==> config.mk <==
export PLATFORM = sky130hd
export DESIGN_NAME = moore_pattern_detector
export DESIGN_NICKNAME = d
export VERILOG_FILES = /design/src/rtl/moore_pattern_detector.sv
export SDC_FILE = /design/constraint.sdc
export NUM_CORES = 1
export LEC_CHECK = 0
export CELL_PAD_IN_SITES_DETAIL_PLACEMENT = 0
export CELL_PAD_IN_SITES_GLOBAL_PLACEMENT = 1
export CORE_MARGIN = 3
export CORE_UTILIZATION = 35
export DETAILED_ROUTE_END_ITERATION = 8
export DONT_BUFFER_PORTS = 1
export GPL_ROUTABILITY_DRIVEN = 0
export PLACE_DENSITY_LB_ADDON = 0.1
export SYNTH_ARGS = -nofsm -noshare
export SYNTH_HDL_FRONTEND = slang
export SYNTH_SLANG_ARGS = --single-unit
==> constraint.sdc <==
create_clock -name clk -period 3.2 [get_ports clk]
set_input_delay 0.48 -clock clk [delete_from_list [all_inputs] [get_ports clk]]
set_output_delay 0.48 -clock clk [all_outputs]
set_load 0.01 [all_outputs]
==> src/rtl/moore_pattern_detector.sv <==
// moore_pattern_detector
//   Moore serial pattern detector with a runtime-loadable PAT_W-bit pattern,
//   overlap / non-overlap restart, an input-qualifying enable and a
//   saturating match counter. y is the registered match flag.
//   Optional feature: define MOORE_DET_MASK_EN to add pat_mask_in and a
//   per-bit don't-care mask (mask bit 1 = bit ignored in the compare).
module moore_pattern_detector #(
  parameter int               PAT_W   = 4,
  parameter int               CNT_W   = 8,
  parameter logic [PAT_W-1:0] PAT_RST = 4'b1101
) (
  input  logic             clk,
  input  logic             rst_b,
  input  logic             en,
  input  logic             x,
  input  logic             overlap,
  input  logic             pat_load,
  input  logic [PAT_W-1:0] pat_in,
`ifdef MOORE_DET_MASK_EN
  input  logic [PAT_W-1:0] pat_mask_in,
`endif
  input  logic             cnt_clr,
  output logic             y,
  output logic [CNT_W-1:0] match_cnt,
  output logic             cnt_sat
);

  // fill_q counts 0..PAT_W, so it needs enough bits to hold PAT_W itself
  localparam int               FILL_W    = $clog2(PAT_W + 1);
  localparam logic [FILL_W-1:0] FILL_FULL = FILL_W'(PAT_W);
  localparam logic [CNT_W-1:0]  CNT_MAX   = {CNT_W{1'b1}};

  logic [PAT_W-1:0]  pat_q,   pat_d;
  logic [PAT_W-1:0]  hist_q,  hist_d;
  logic [FILL_W-1:0] fill_q,  fill_d;
  logic              match_q, match_d;
  logic [CNT_W-1:0]  cnt_q,   cnt_d;
`ifdef MOORE_DET_MASK_EN
  logic [PAT_W-1:0]  mask_q,  mask_d;
`endif

  // candidate history / fill / match if the current bit is accepted
  logic [PAT_W-1:0]  hist_n;
  logic [FILL_W-1:0] fill_n;
  logic              match_n;
  logic [PAT_W-1:0]  bit_ok;

  // the oldest history bit is shifted out without being read
  logic unused_hist_msb;
  assign unused_hist_msb = hist_q[PAT_W-1];

  // Shift in the new bit; after a match in non-overlap mode the history
  // restarts from this bit alone so the previous match bits are not reused.
  always_comb begin
    hist_n = hist_q;
    fill_n = fill_q;
    if (overlap || !match_q) begin
      hist_n = {hist_q[PAT_W-2:0], x};
      fill_n = (fill_q == FILL_FULL) ? FILL_FULL : fill_q + 1'b1;
    end else begin
      hist_n = {{(PAT_W-1){1'b0}}, x};
      fill_n = FILL_W'(1);
    end
  end

  // per-bit compare of the candidate history against the loaded pattern
  for (genvar gi = 0; gi < PAT_W; gi++) begin : g_cmp
`ifdef MOORE_DET_MASK_EN
    assign bit_ok[gi] = mask_q[gi] | (hist_n[gi] ~^ pat_q[gi]);
`else
    assign bit_ok[gi] = hist_n[gi] ~^ pat_q[gi];
`endif
  end

  assign match_n = (fill_n == FILL_FULL) && (&bit_ok);

  // Next-state selection: pattern load beats enable; clear beats increment.
  always_comb begin
    pat_d   = pat_q;
    hist_d  = hist_q;
    fill_d  = fill_q;
    match_d = match_q;
    cnt_d   = cnt_q;
`ifdef MOORE_DET_MASK_EN
    mask_d  = mask_q;
`endif
    if (pat_load) begin
      pat_d   = pat_in;
      hist_d  = '0;
      fill_d  = '0;
      match_d = 1'b0;
`ifdef MOORE_DET_MASK_EN
      mask_d  = pat_mask_in;
`endif
    end else if (en) begin
      hist_d  = hist_n;
      fill_d  = fill_n;
      match_d = match_n;
    end
    if (cnt_clr) begin
      cnt_d = '0;
    end else if (!pat_load && en && match_n && (cnt_q != CNT_MAX)) begin
      cnt_d = cnt_q + 1'b1;
    end
  end

  // State registers with asynchronous active-low reset.
  always_ff @(posedge clk or negedge rst_b) begin
    if (!rst_b) begin
      pat_q   <= PAT_RST;
      hist_q  <= '0;
      fill_q  <= '0;
      match_q <= 1'b0;
      cnt_q   <= '0;
`ifdef MOORE_DET_MASK_EN
      mask_q  <= '0;
`endif
    end else begin
      pat_q   <= pat_d;
      hist_q  <= hist_d;
      fill_q  <= fill_d;
      match_q <= match_d;
      cnt_q   <= cnt_d;
`ifdef MOORE_DET_MASK_EN
      mask_q  <= mask_d;
`endif
    end
  end

  assign y         = match_q;
  assign match_cnt = cnt_q;
  assign cnt_sat   = (cnt_q == CNT_MAX);

endmodule

## Yosys cells after proc, flatten, opt, wreduce, memory -nomap -nowiden

Index checks and enable logic that the tools add are counted.

- Flip-flop bits (word level): 19
- Bits in latches: 0
- RAM bits: 0
- Memory bits (read-only): 0
- Input bits: 11
- Word-level logic and storage cells: 36
- Memories: 0

- $add $sub $neg: 2
- Multipliers: 0
- Div/mod/pow operators: 0
- Magnitude comparators: 0
- Equality and inequality tests: 4
- Shifts and indexed selects: 0
- Multiplexer cells: 11
- Bitwise logic cells: 4
- Reduce and logical (&&, ||, !) cells: 10

Operators with widths:

| cell | count |
|---|---|
| 3-bit two-way mux | 6 |
| 8-bit two-way mux | 2 |
| 8-bit by 1-bit adder with 8-bit output (second input constant) | 1 |
| 8-bit == test (second input constant) | 1 |
| 8-bit inequality test (second input constant) | 1 |
| 3-bit == test (second input constant) | 2 |
| 1-bit logical AND | 4 |
| 4-bit two-way mux | 1 |
| 4-bit AND reduction | 1 |
| 2-bit nonzero test | 2 |
| 1-bit XNOR | 4 |
| 3-bit by 1-bit adder with 3-bit output (second input constant) | 1 |
| 1-bit logical NOT | 2 |
| 1-bit two-way mux | 2 |
| 1-bit logical OR | 1 |

## Depth between registers and ports, before layout

- Depth in word-level cells: 10
- Depth in mapped cells: 8

## Worst setup path after synthesis

No wires, ideal clock.

- Path kind: input-to-reg
- From: input port overlap
- To: register cnt_q[5] (netlist: match_cnt[5])
- Library setup time: 0.078 ns
- Arrival time: 2.084 ns
- Slack: 1.039 ns
- Cell stages on the path: 7
- Cell sequence: nand2b_1 > buf_2 > a211o_1 > a311oi_4 > nand3_4 > or4_1 > a21oi_1

- Cells in the longest elaborated chain, start to end: 8
- Elaborated cells on any way between the ends: 12

RTL lines:

| item | line | source |
|---|---|---|
| start: declaration | 16 | `input logic overlap,` |
| 1-bit logical OR (*) | 57 | `if (overlap \|\| !match_q) begin` |
| 4-bit two-way mux | 57 |  |
| 1-bit XNOR | 71 | `assign bit_ok[gi] = hist_n[gi] ~^ pat_q[gi];` |
| 4-bit AND reduction | 75 | `assign match_n = (fill_n == FILL_FULL) && (&bit_ok);` |
| 1-bit logical AND (*) | 75 |  |
| 1-bit logical AND (*) (2 in a row) | 102 | `end else if (!pat_load && en && match_n && (cnt_q != CNT_MAX)) begin` |
| 2-bit nonzero test (no line) (*) | - |  |
| end signal: assignment | 123 | `cnt_q <= cnt_d;` |
| end: declaration | 37 | `logic [CNT_W-1:0] cnt_q, cnt_d;` |

Every way passes the cells marked *; elsewhere a longest branch is shown, timed or not.
A chain may end at the register's enable or synchronous reset.

## Worst setup path in the final report

- From: register fill_q[0]
- To: register cnt_q[5] (netlist: match_cnt[5])

- Cells in the longest elaborated chain, start to end: 8
- Elaborated cells on any way between the ends: 9

RTL lines:

| item | line | source |
|---|---|---|
| start: declaration | 35 | `logic [FILL_W-1:0] fill_q, fill_d;` |
| start signal: assignment | 121 | `fill_q <= fill_d;` |
| 3-bit by 1-bit adder with 3-bit output or 3-bit == test (tied branches) | 59 | `fill_n = (fill_q == FILL_FULL) ? FILL_FULL : fill_q + 1'b1;` |
| 3-bit two-way mux (*) | 59 |  |
| 3-bit two-way mux (*) | 57 |  |
| 3-bit == test (*) | 75 |  |
| 1-bit logical AND (*) | 75 |  |
| 1-bit logical AND (*) (2 in a row) | 102 |  |
| 2-bit nonzero test (no line) (*) | - |  |

Marked as above.

==> impl_metrics.json <==
{
  "die_area_um2": 3610,
  "worst_setup_path_start_kind": "flop",
  "yosysSeqAreaShare": 0.468,
  "start_util": 0.389,
  "fmax_ghz": 0.442,
  "finalHoldViolCount": 0,
  "die_y_um": 60.1,
  "hp-start": "cnt_clr",
  "core_um2": 2640,
  "worstSetupPathType": "reg2reg",
  "dr.pass1.iters": 4,
  "critPathLaunch": "fill_q[0]$_DFFE_PN0P_",
  "cp_slowest_cell": "or4_1",
  "cpPeakStageDelay_ns": 0.49,
  "synth_nets": 115,
  "grt_use_total": 0.127,
  "clock_sinks": 19,
  "dp_cells": 127,
  "nFillCells": 261,
  "p_per_area_nw_per_um2": 389,
  "final_nets": 117,
  "area_delta_synth_final_pct": 5.86,
  "worstPathArrival_ns": 2.49,
  "post_cts.repair.setup_buffers": 0,
  "setup_ws_ns": 0.937,
  "synth.top_cell.area_share": 0.391,
  "path_cells": "inv_1 -> ha_1 -> nor2b_1 -> o211ai_1 -> a311oi_4 -> nand3_4 -> or4_1 -> a21oi_1",
  "max-cap-violations": 0,
  "grt_pass1_vias": 735,
  "required_ns": 3.43,
  "r2r-start": "fill_q[0]$_DFFE_PN0P_",
  "pin_count": 21,
  "min_period_ns": 2.26,
  "synthTopCellsByCount": "16 x dfrtp_1, 8 x nor2_1, 7 x nand3_1",
  "clock_latency_ns": 0.30,
  "synth-seq-cells": 19,
  "synth_area_leaders": "dfrtp_1 39%, dfstp_2 7.7%, mux2_2 4.4%",
  "routed-via-count": 747,
  "wl_per_cell_um": 15.4,
  "overflow": 0,
  "tightest_slew_ns": 0.868,
  "cts_tree": "yes",
  "slew_headroom": 0.420,
  "synth_flop_cell": "dfrtp_1",
  "routed_wl_um": 2030,
  "min_path_type": "in2reg",
  "crit_fanout": 10,
  "setup.worst_path.end_class": "flop",
  "synth_area_per_cell_um2": 10.1,
  "critical_path.top_delay_family": "simple AND/OR/NAND/NOR gates",
  "num_rows": 18,
  "clk_pin_slew_ns": 0.12,
  "synth_edf_count": 0,
  "vias_per_cell": 5.66,
  "synth_cell_types": 33,
  "pre_cts_ws_ns": 0.913,
  "rsz0062_at_grt": "no",
  "antenna_found_initial": 0,
  "syn_area_um2": 1020,
  "port_buffers": 0,
  "clock_path_buffers": 2,
  "vdd_drop_max_mv": 0.326,
  "fin_setup_tns_ns": 0,
  "async_flop_share": 1.00,
  "antenna_cells": 0,
  "cts_hold_buf": 1,
  "grt_pass1_wl_um": 3480,
  "root_buffer": "clkbuf_4",
  "yosysMostFrequentCell": "dfrtp_1",
  "setup_viol": 0,
  "clock-skew-final_ns": 0.00928,
  "drc": 0,
  "die_x_um": 60.1,
  "cts_made_buffers": 3,
  "min_period_over_period": 0.707,
  "synth_top_cell_by_area": "dfrtp_1",
  "slew_violations": 0,
  "cts.repair.resized": 0,
  "final_antenna_net_count": 0,
  "synth_cells": 101,
  "status": "completed",
  "cp.buffers_inverters": 1,
  "finalNonFillerCells": 132,
  "drive_above_1_share": 0.137,
  "drtIter0Drc": 37,
  "leakagePower_nw": 0.475,
  "grt_max_degree": 20,
  "htree_levels": 1,
  "yosysWarnings": 0
}
[cells in the final DEF, fill, tap and decap left out, types with 4 or more instances in the layout]
cell | Yosys | routed
dfrtp_1 | 16 | 16
nor2_1 | 8 | 8
nand3_1 | 7 | 7
inv_1 | 6 | 6
nand2_1 | 6 | 6
a21oi_1 | 6 | 6
nand4_1 | 5 | 5
mux2_2 | 4 | 4
[state kept, by name, indices dropped and copies added, names as in the netlist]
register   flops
fill_q         3
y              1
pat_q          4
hist_q         3
match_cnt      8
[cells by family (layout without fill, tap and decap cells)]
| logic type | count (synthesis) | after routing | synth area share |
|---|---|---|---|
| buf+inv | 10 | 11 | 0.0391 |
| simple gates | 39 | 39 | 0.210 |
| xor+xnor | 5 | 5 | 0.0427 |
| fa+ha+maj | 3 | 3 | 0.0366 |
| flops | 19 | 19 | 0.468 |
| compound gates | 18 | 18 | 0.131 |
| mux | 7 | 7 | 0.0733 |
[worst paths after layout]
check / end / slack (ns) / cells after the start
min in group asynchronous: pat_q[1]$_DFFE_PN0P_ / 0.72 / 1
max in group asynchronous: fill_q[2]$_DFFE_PN0P_ / 1.94 / 1
min reg2reg: pat_q[1]$_DFFE_PN0P_ / 0.56 / 1
max reg2reg: match_cnt[5]$_DFFE_PN0P_ / 0.94 / 8
max: match_cnt[5]$_DFFE_PN0P_ / 0.94 / 8
min: match_cnt[3]$_DFFE_PN0P_ / 0.22 / 1
[stage by stage]
step	hold slack [ns]	total power [W]	utilization	area [um2]
after global placement	0.185	0.000294	0.396	1040
after floorplan	0.184	0.000293	-	1020
after global routing	0.186	0.000445	0.412	1080
after CTS	0.199	0.000432	0.412	1080
final	0.217	0.000421	0.412	1080
after detailed placement	0.185	0.000294	0.396	1040
[routing by layer]
layer	part of all wire	track usage	wire length, um	up-vias
met5	0	0	0	-
met3	0.073	0.0540	149	2
met1	0.49	0.184	995	357
met2	0.43	0.179	868	22
li1	-	-	-	366
met4	0.0069	0.0190	14	0
[layout make-up]
class,count,area (um2),share of cell area
sequential,19,479,0.442
clock inverter,1,7.51,0.00692
multi-input combinational,72,505,0.466
timing repair buffer,1,10.0,0.00923
clock buffer,3,22.5,0.0208
inverter,6,22.5,0.0208
tap,30,37.5,0.0346
[report_power, final]
part           leakage, nW  internal (W)  total (W)  switching [W]
Sequential           0.250      0.000252   0.000260     0.00000843
Clock               0.0139     0.0000476   0.000127      0.0000792
Combinational        0.211     0.0000180  0.0000346      0.0000167
No activity file was read; power rests on OpenSTA's default activity.
